## src/rtl/dev_bridge_intc.sv

```systemverilog
// System bridge between the CPU data port and NDEV memory-mapped devices, plus the interrupt
// front-end with a shared hardware ack FSM. Define BRIDGE_IRQ_SYNC_EN to add a 2-flop ext_irq synchronizer.
module dev_bridge_intc #(
    parameter int          NDEV        = 2,
    parameter int          NEXT        = 1,
    parameter logic [31:0] DEV_BASE    = 32'h0000_7F00,
    parameter int          ACK_TIMEOUT = 15
) (
    input  logic                 clk,
    input  logic                 reset,
    input  logic [31:0]          pr_addr,
    input  logic [31:0]          pr_wd,
    input  logic                 pr_we,
    output logic [31:0]          pr_rd,
    output logic                 pr_hit,
    output logic [31:0]          dev_addr,
    output logic [31:0]          dev_wd,
    output logic [NDEV-1:0]      dev_we,
    input  logic [32*NDEV-1:0]   dev_rd,
    input  logic [NDEV-1:0]      dev_irq,
    input  logic [NEXT-1:0]      ext_irq,
    output logic [NEXT-1:0]      ext_ack,
    input  logic                 int_taken,
    output logic [5:0]           hw_int
);

    typedef enum logic [1:0] {S_IDLE, S_ACK, S_WAITDROP} state_t;

    state_t            state_reg, state_next;
    logic [NEXT-1:0]   tgt_reg, tgt_next;
    logic [7:0]        cnt_reg, cnt_next;
    logic [NEXT-1:0]   err_reg, err_next;
    logic [NEXT-1:0]   ext_s;
    logic [NEXT-1:0]   req_mask;
    logic [NEXT-1:0]   err_clr;
    logic [31:0]       dev_off;
    logic [NDEV-1:0]   dev_hit;
    logic              ack_hit;
    logic              ack_wr;
    logic              stat_wr;
    logic              busy;
    logic [31:0]       ack_val;
    logic [31:0]       stat_val;

`ifdef BRIDGE_IRQ_SYNC_EN
    logic [NEXT-1:0] sync1_reg, sync2_reg;

    always_ff @(posedge clk) begin
        if (!reset) begin
            sync1_reg <= '0;
            sync2_reg <= '0;
        end else begin
            sync1_reg <= ext_irq;
            sync2_reg <= sync1_reg;
        end
    end

    assign ext_s = sync2_reg;
`else
    assign ext_s = ext_irq;
`endif

    // Windows are 16-byte slots above DEV_BASE; the slot just past the devices holds ACK/STAT.
    assign dev_off = pr_addr - DEV_BASE;

    genvar gi;
    generate
        for (gi = 0; gi < NDEV; gi++) begin : g_dec
            assign dev_hit[gi] = (dev_off[31:4] == 28'(gi));
        end
    endgenerate

    assign ack_hit  = (dev_off[31:4] == 28'(NDEV));
    assign ack_wr   = pr_we & ack_hit & (dev_off[3:0] == 4'h0);
    assign stat_wr  = pr_we & ack_hit & (dev_off[3:0] == 4'h4);
    assign pr_hit   = (|dev_hit) | ack_hit;
    assign dev_we   = pr_we ? dev_hit : '0;
    assign dev_addr = pr_addr;
    assign dev_wd   = pr_wd;
    assign busy     = (state_reg != S_IDLE);
    assign err_clr  = stat_wr ? pr_wd[NEXT:1] : '0;

    always_comb begin
        ack_val             = '0;
        ack_val[NEXT-1:0]   = ext_s;
        stat_val            = '0;
        stat_val[NEXT:1]    = err_reg;
        stat_val[0]         = busy;
        pr_rd               = '0;
        for (int i = 0; i < NDEV; i++) begin
            if (dev_hit[i]) pr_rd = dev_rd[32*i +: 32];
        end
        if (ack_hit) begin
            if (dev_off[3:0] == 4'h0)      pr_rd = ack_val;
            else if (dev_off[3:0] == 4'h4) pr_rd = stat_val;
        end
    end

    // External bits are forced low while reset is held, even without the synchronizer.
    always_comb begin
        hw_int               = '0;
        hw_int[NDEV-1:0]     = dev_irq;
        hw_int[NDEV +: NEXT] = reset ? ext_s : '0;
    end

    // int_taken picks the lowest asserted line (x & -x); a same-cycle ACK write is OR-merged.
    assign req_mask = (int_taken ? (ext_s & (-ext_s)) : '0) | (ack_wr ? pr_wd[NEXT-1:0] : '0);

    always_comb begin
        state_next = state_reg;
        tgt_next   = tgt_reg;
        cnt_next   = cnt_reg;
        err_next   = err_reg & ~err_clr;
        ext_ack    = '0;
        case (state_reg)
            S_IDLE: begin
                if (|req_mask) begin
                    tgt_next   = req_mask;
                    state_next = S_ACK;
                end
            end
            S_ACK: begin
                ext_ack    = tgt_reg;
                cnt_next   = 8'(ACK_TIMEOUT);
                state_next = S_WAITDROP;
            end
            S_WAITDROP: begin
                if ((ext_s & tgt_reg) == '0) begin
                    state_next = S_IDLE;
                end else begin
                    cnt_next = cnt_reg - 8'd1;
                    if (cnt_reg == 8'd1) begin
                        err_next   = err_next | (tgt_reg & ext_s);
                        state_next = S_IDLE;
                    end
                end
            end
            default: state_next = S_IDLE;
        endcase
    end

    always_ff @(posedge clk) begin
        if (!reset) begin
            state_reg <= S_IDLE;
            tgt_reg   <= '0;
            cnt_reg   <= '0;
            err_reg   <= '0;
        end else begin
            state_reg <= state_next;
            tgt_reg   <= tgt_next;
            cnt_reg   <= cnt_next;
            err_reg   <= err_next;
        end
    end

endmodule
```

## config.mk

```make
export PLATFORM = sky130hd
export DESIGN_NAME = dev_bridge_intc
export DESIGN_NICKNAME = d
export VERILOG_FILES = /design/src/rtl/dev_bridge_intc.sv
export SDC_FILE = /design/constraint.sdc
export NUM_CORES = 1
export LEC_CHECK = 0
export ABC_AREA = 1
export BUFFER_PORTS_ARGS = -buffer_cell sky130_fd_sc_hd__buf_2
export CAP_MARGIN = 40
export CORE_AREA = 2 2 93 95
export CTS_CLUSTER_DIAMETER = 200
export DETAILED_ROUTE_END_ITERATION = 10
export DIE_AREA = 0 0 95 97
export MAX_ROUTING_LAYER = met4
export PLACE_DENSITY = 0.68
export SLEW_MARGIN = 10
export SYNTH_ARGS = -nofsm -noshare
export SYNTH_HDL_FRONTEND = slang
export SYNTH_SLANG_ARGS = --single-unit
```

## constraint.sdc

```tcl
create_clock -name clk -period 2.8 [get_ports clk]
set_input_delay 0.14 -clock clk [delete_from_list [all_inputs] [get_ports clk]]
set_output_delay 0.14 -clock clk [all_outputs]
set_load 0.05 [all_outputs]
```

Yosys cells after proc, flatten, opt, wreduce, memory -nomap -nowiden --
Index checks and enable logic that the tools add are counted.
Cells by class: add/subtract/negate cells 2, equal/unequal tests 9, mux-type cells 20, bitwise gates (word level) 9, reductions and logical operators 9
Operators by type and width (count):
- 32-bit 2-to-1 mux | 5
- 32-bit by 15-bit subtractor with 32-bit output, second input constant | 1
- 28-bit by 1-bit equality test with 1-bit output, second input constant | 1
- 28-bit by 2-bit equality test with 1-bit output, second input constant | 1
- 28-bit zero test | 1
- 8-bit one-hot mux with 2 select lines | 1
- 8-bit by 1-bit equality test with 1-bit output, second input constant | 1
- 1-bit 2-to-1 mux | 8
- 2-bit 2-to-1 mux | 4
- 8-bit 2-to-1 mux | 1
- 8-bit by 1-bit subtractor with 8-bit output, second input constant | 1
- 2-bit one-hot mux with 3 select lines | 1
- 2-bit AND reduction | 3
- 1-bit bitwise AND | 5
- 4-bit by 3-bit equality test with 1-bit output, second input constant | 1
- 4-bit zero test | 1
- 2-bit inequality test, second input constant | 2
- 2-bit nonzero test | 2
- 3-bit inequality test, second input constant | 1
- 1-bit OR | 3
- 2-bit by 1-bit equality test with 1-bit output, second input constant | 1
- 2-bit equality test, second input constant | 1
- 2-bit zero test | 1
- 2-bit OR reduction | 1
- 1-bit NOT | 1
Word-level totals: register bits after elaboration 12, output and inout bits 106

Longest topological paths before layout --
depth after elaboration 11, depth in mapped cells 16, mapped depth without buffers 15

Worst setup path after synthesis --
OpenSTA, ideal clock, no wires.
path kind input port to output port, start input pr_addr[12], end output pr_hit, arrival time 2.257 ns, data required time 2.660 ns, slack 0.403 ns, stages 10, cells stage by stage nand2_1 nor2_1 nand2_1 buf_6 nand2_2 nand3_2 nor2_4 clkbuf_1 nand2_1 o21ai_0
Between the ends: longest elaborated chain between the ends 4, elaborated cells between the ends (all ways) 6
Ends and longest elaborated chain:
- from (decl) | RTL line 11 | input logic [31:0] pr_addr,
- 32-bit by 15-bit subtractor with 32-bit output * | RTL line 64 | assign dev_off = pr_addr - DEV_BASE;
- 28-bit by 1-bit equality test with 1-bit output / 28-bit zero test (equally long branches) | RTL line 69 | assign dev_hit[gi] = (dev_off[31:4] == 28'(gi));
- 2-bit OR reduction | RTL line 76 | assign pr_hit = (|dev_hit) | ack_hit;
- 1-bit OR * | RTL line 76
- to (decl) | RTL line 15 | output logic pr_hit,
Mark *: on every way between the ends. The rest lies on a longest branch, timed or not.

Worst setup path in the final report --
start input pr_addr[17], end output pr_rd[20]
Between the ends: longest elaborated chain between the ends 7, elaborated cells between the ends (all ways) 9
Ends and longest elaborated chain:
- 32-bit by 15-bit subtractor with 32-bit output * | RTL line 64
- 28-bit zero test | RTL line 69
- 32-bit 2-to-1 mux (2 in a row) | RTL line 91 | if (dev_hit[i]) pr_rd = dev_rd[32*i +: 32];
- 32-bit 2-to-1 mux | RTL line 95 | else if (dev_off[3:0] == 4'h4) pr_rd = stat_val;
- 32-bit 2-to-1 mux | RTL line 94 | if (dev_off[3:0] == 4'h0) pr_rd = ack_val;
- 32-bit 2-to-1 mux * | RTL line 93 | if (ack_hit) begin
- to (decl) | RTL line 14 | output logic [31:0] pr_rd,
Marks and branches as above.

==> results.yml <==
logic_synthesis:
  ys_seq_area_share_pct: 9.984
  ys_ff_latch: 12
  yosysTopAreaCell: "buf_4"
  synth_top_area_share_pct: 21.84
  syn_inst: 389
  syn_area_um2: 2406
  syn_area_per_cell_um2: 6.185
  synth-main-ff-cell: "dfxtp_1"
  synth.area.top_cells: "buf_4 (22%), nor2_1 (12%), o2111ai_1 (11%)"
  synth_edf_count: 0
  yosys_warnings: 0
  async_reset_ff_share_pct: 0
  ys_types: 36
timing:
  tns_ns: 0
  fin_ws_ns: 0.3700
  hold_viol: 0
  period_needed_ns: 2.430
  slew_headroom_pct: 61.67
  rsz0062_at_grt: "false"
  finalCritPeriodShare_pct: 86.79
  skew_ns: 0.0009412
  setup_violations: 0
  finalMaxSlewViolations: 0
  worst_pin_slew_ns: 0.5706
  max_freq_mhz: 411.5
min_path:
  min-delay-path-class: "in2reg"
clock_network:
  clkLatencyLatePin_ns: 0.25
  clk_pin_slew_ns: 0.05
  post-cts-setup-buffers: 0
  cts_buffers: 3
  ctsResizeCount: 0
  cts_max_level: 1
  cts_max_path_buffers: 2
  cts_hold_buf: 0
  cts_sinks: 12
  cts_tree: "done"
  root_buffer: "clkbuf_8"
finish:
  finalNetCount: 624
  fin_util_pct: 35.63
  drive_gt1_share_pct: 45.27
  antenna-diode-count: 0
  largest_reg_flops: 8
  syn2layout_area_growth_pct: 20.44
  final_cell_area_um2: 2898
pwr:
  combinationalPowerShare_pct: 44.1
  p_int_uw: 394.1
  irDropWorstVdd_mv: 0.2644
  seqPwrFrac_pct: 27.0
  power_switching_uw: 278.8
  power_leakage_uw: 0.001598
  p_clk_share_pct: 28.9
  switching_share_pct: 41.43
  power_density_nw_per_um2: 232.2
detailed_routing:
  drc: 0
  finalWirelength_mm: 7.524
  vias: 2858
  met3_wirelength_um: 502
  wl_met2_mm: 3.821
  ant_nets: 0
  wl_met1_mm: 3.129
  viasPerCell: 4.836
  routedWlPerCell_um: 12.73
  first_pass_iters: 4
  dr.first_iter.drc_count: 81
  top_layer: "met4"
floorplan:
  start_util_pct: 29.58
  io_pins: 241
  die_w_um: 95
  die_y_um: 97
  fp-row-count: 33
  core_area_um2: 8134
  dieArea_um2: 9215
global_routing:
  grt_max_degree: 32
  antenna_found_initial: 0
  grt_pass1_wl_mm: 11.39
  grt_overflow_total: 0
  first_global_vias: 2512
  grt_usage_pct: 15.23
critical_path:
  arrival_ns: 2.29
  crit_fanout: 30
  crit_type: "in2out"
  crit_path_end_kind: "output pin"
  start_kind: "input pin"
  crit_required_ns: 2.66
flow_run:
  maxCapViolations: 0
placement:
  gp_congestion: 0.8433
  numPortBuffers: 173
  dp_hpwl_mm: 6.316
  place_area_um2: 2840
  place_ws_ns: 0.2636
outcome:
  status: "completed"
## power by group through the flow
stage	combinational, uW	sequential (uW)	clock (uW)
5_1_grt	321	183	206
6_report	297	182	194
4_1_cts	297	182	197
3_5_place_dp	296	185	0
2_1_floorplan	331	184	0
3_3_place_gp	295	185	0
## Yosys cell counts, types with 3 or more instances
master,count
inv_1,31
o21ai_1,12
o21ai_0,6
nor3_1,5
a21oi_1,7
nor2_1,74
nand3_2,3
nand2_1,56
buf_6,4
buf_4,70
nand2_2,3
dfxtp_1,12
buf_2,6
nand4_1,6
o21ai_2,19
o2111ai_1,29
clkbuf_1,8
nor2_2,3
nand3_1,15
## layer usage
layer	vias to the layer above	track usage [%]
met5	-	-
met4	0	2.341
met3	13	1.246
met2	123	28.21
met1	1287	17.95
li1	1435	-
## cell usage in the layout (no fill, tap or decap), types with 2 or more instances in the layout
cell and n:
nor2_1 73, nor3_1 5, nand2_2 4, nand3_2 3, inv_1 31, o21ai_1 12, nand3b_1 2, dfxtp_1 12
ha_1 2, nand2_1 55, nand4_1 6, o21ai_0 6, nor2_2 4, buf_2 173, or2_2 2, nand3_1 15
conb_1 3, o2111ai_1 29, o21ai_2 19, buf_4 5, a21oi_1 7, clkbuf_8 4
## worst max-delay path, stage by stage
cell and delay (ns):
buf_2 0.11, nor2_2 0.14, nand2_1 0.08, nor2_1 0.18
nand3_1 0.10, nand2_1 0.08, nand2_1 0.04, nor2_1 0.10
nand3_2 0.13, nor2_8 0.23, nand2_1 0.14, inv_2 0.08
nand2_2 0.04, buf_4 0.26, o21ai_1 0.14, nor2_1 0.05
buf_2 0.21
## through the flow
stage / hold slack, ns / total power, uW / instances
floorplan: 0.2376 / 515.4 / 391
global placement: 0.2803 / 479.8 / 587
detailed placement: 0.2803 / 481.4 / 587
CTS: 0.1604 / 676.3 / 591
global route: 0.1939 / 710.2 / 591
finish: 0.1704 / 672.9 / 591
## cell type report
class	count	area, um2
multi-input combinational	259	1428
clock buffer	4	55.05
timing repair buffer	179	923.4
sequential	12	240.2
fill	895	5236
tap	105	131.4
inverter	32	120.1
## cell families after synthesis
| family | share of synthesized area [%] |
|---|---|
| AO/OA/AOI/OAI | 24.60 |
| adder cells (fa/ha/maj) | 1.040 |
| buffers and inverters | 31.20 |
| flip-flops | 9.984 |
| other | 0.1559 |
| AND/OR/NAND/NOR | 33.02 |
## path summary, 6_finish.rpt
check / startpoint / end / cells after the start / slack [ns]
max: pr_addr[17] / pr_rd[20] / 17 / 0.37
min: reset / cnt_reg[3]$_SDFFE_PN0P_ / 3 / 0.17
max reg2reg: state_reg[1]$_SDFFE_PN0P_ / cnt_reg[5]$_SDFFE_PN0P_ / 7 / 1.28
min reg2reg: err_reg$_SDFF_PN0_ / err_reg$_SDFF_PN0_ / 2 / 0.47
No activity file was read; power rests on OpenSTA's default activity.
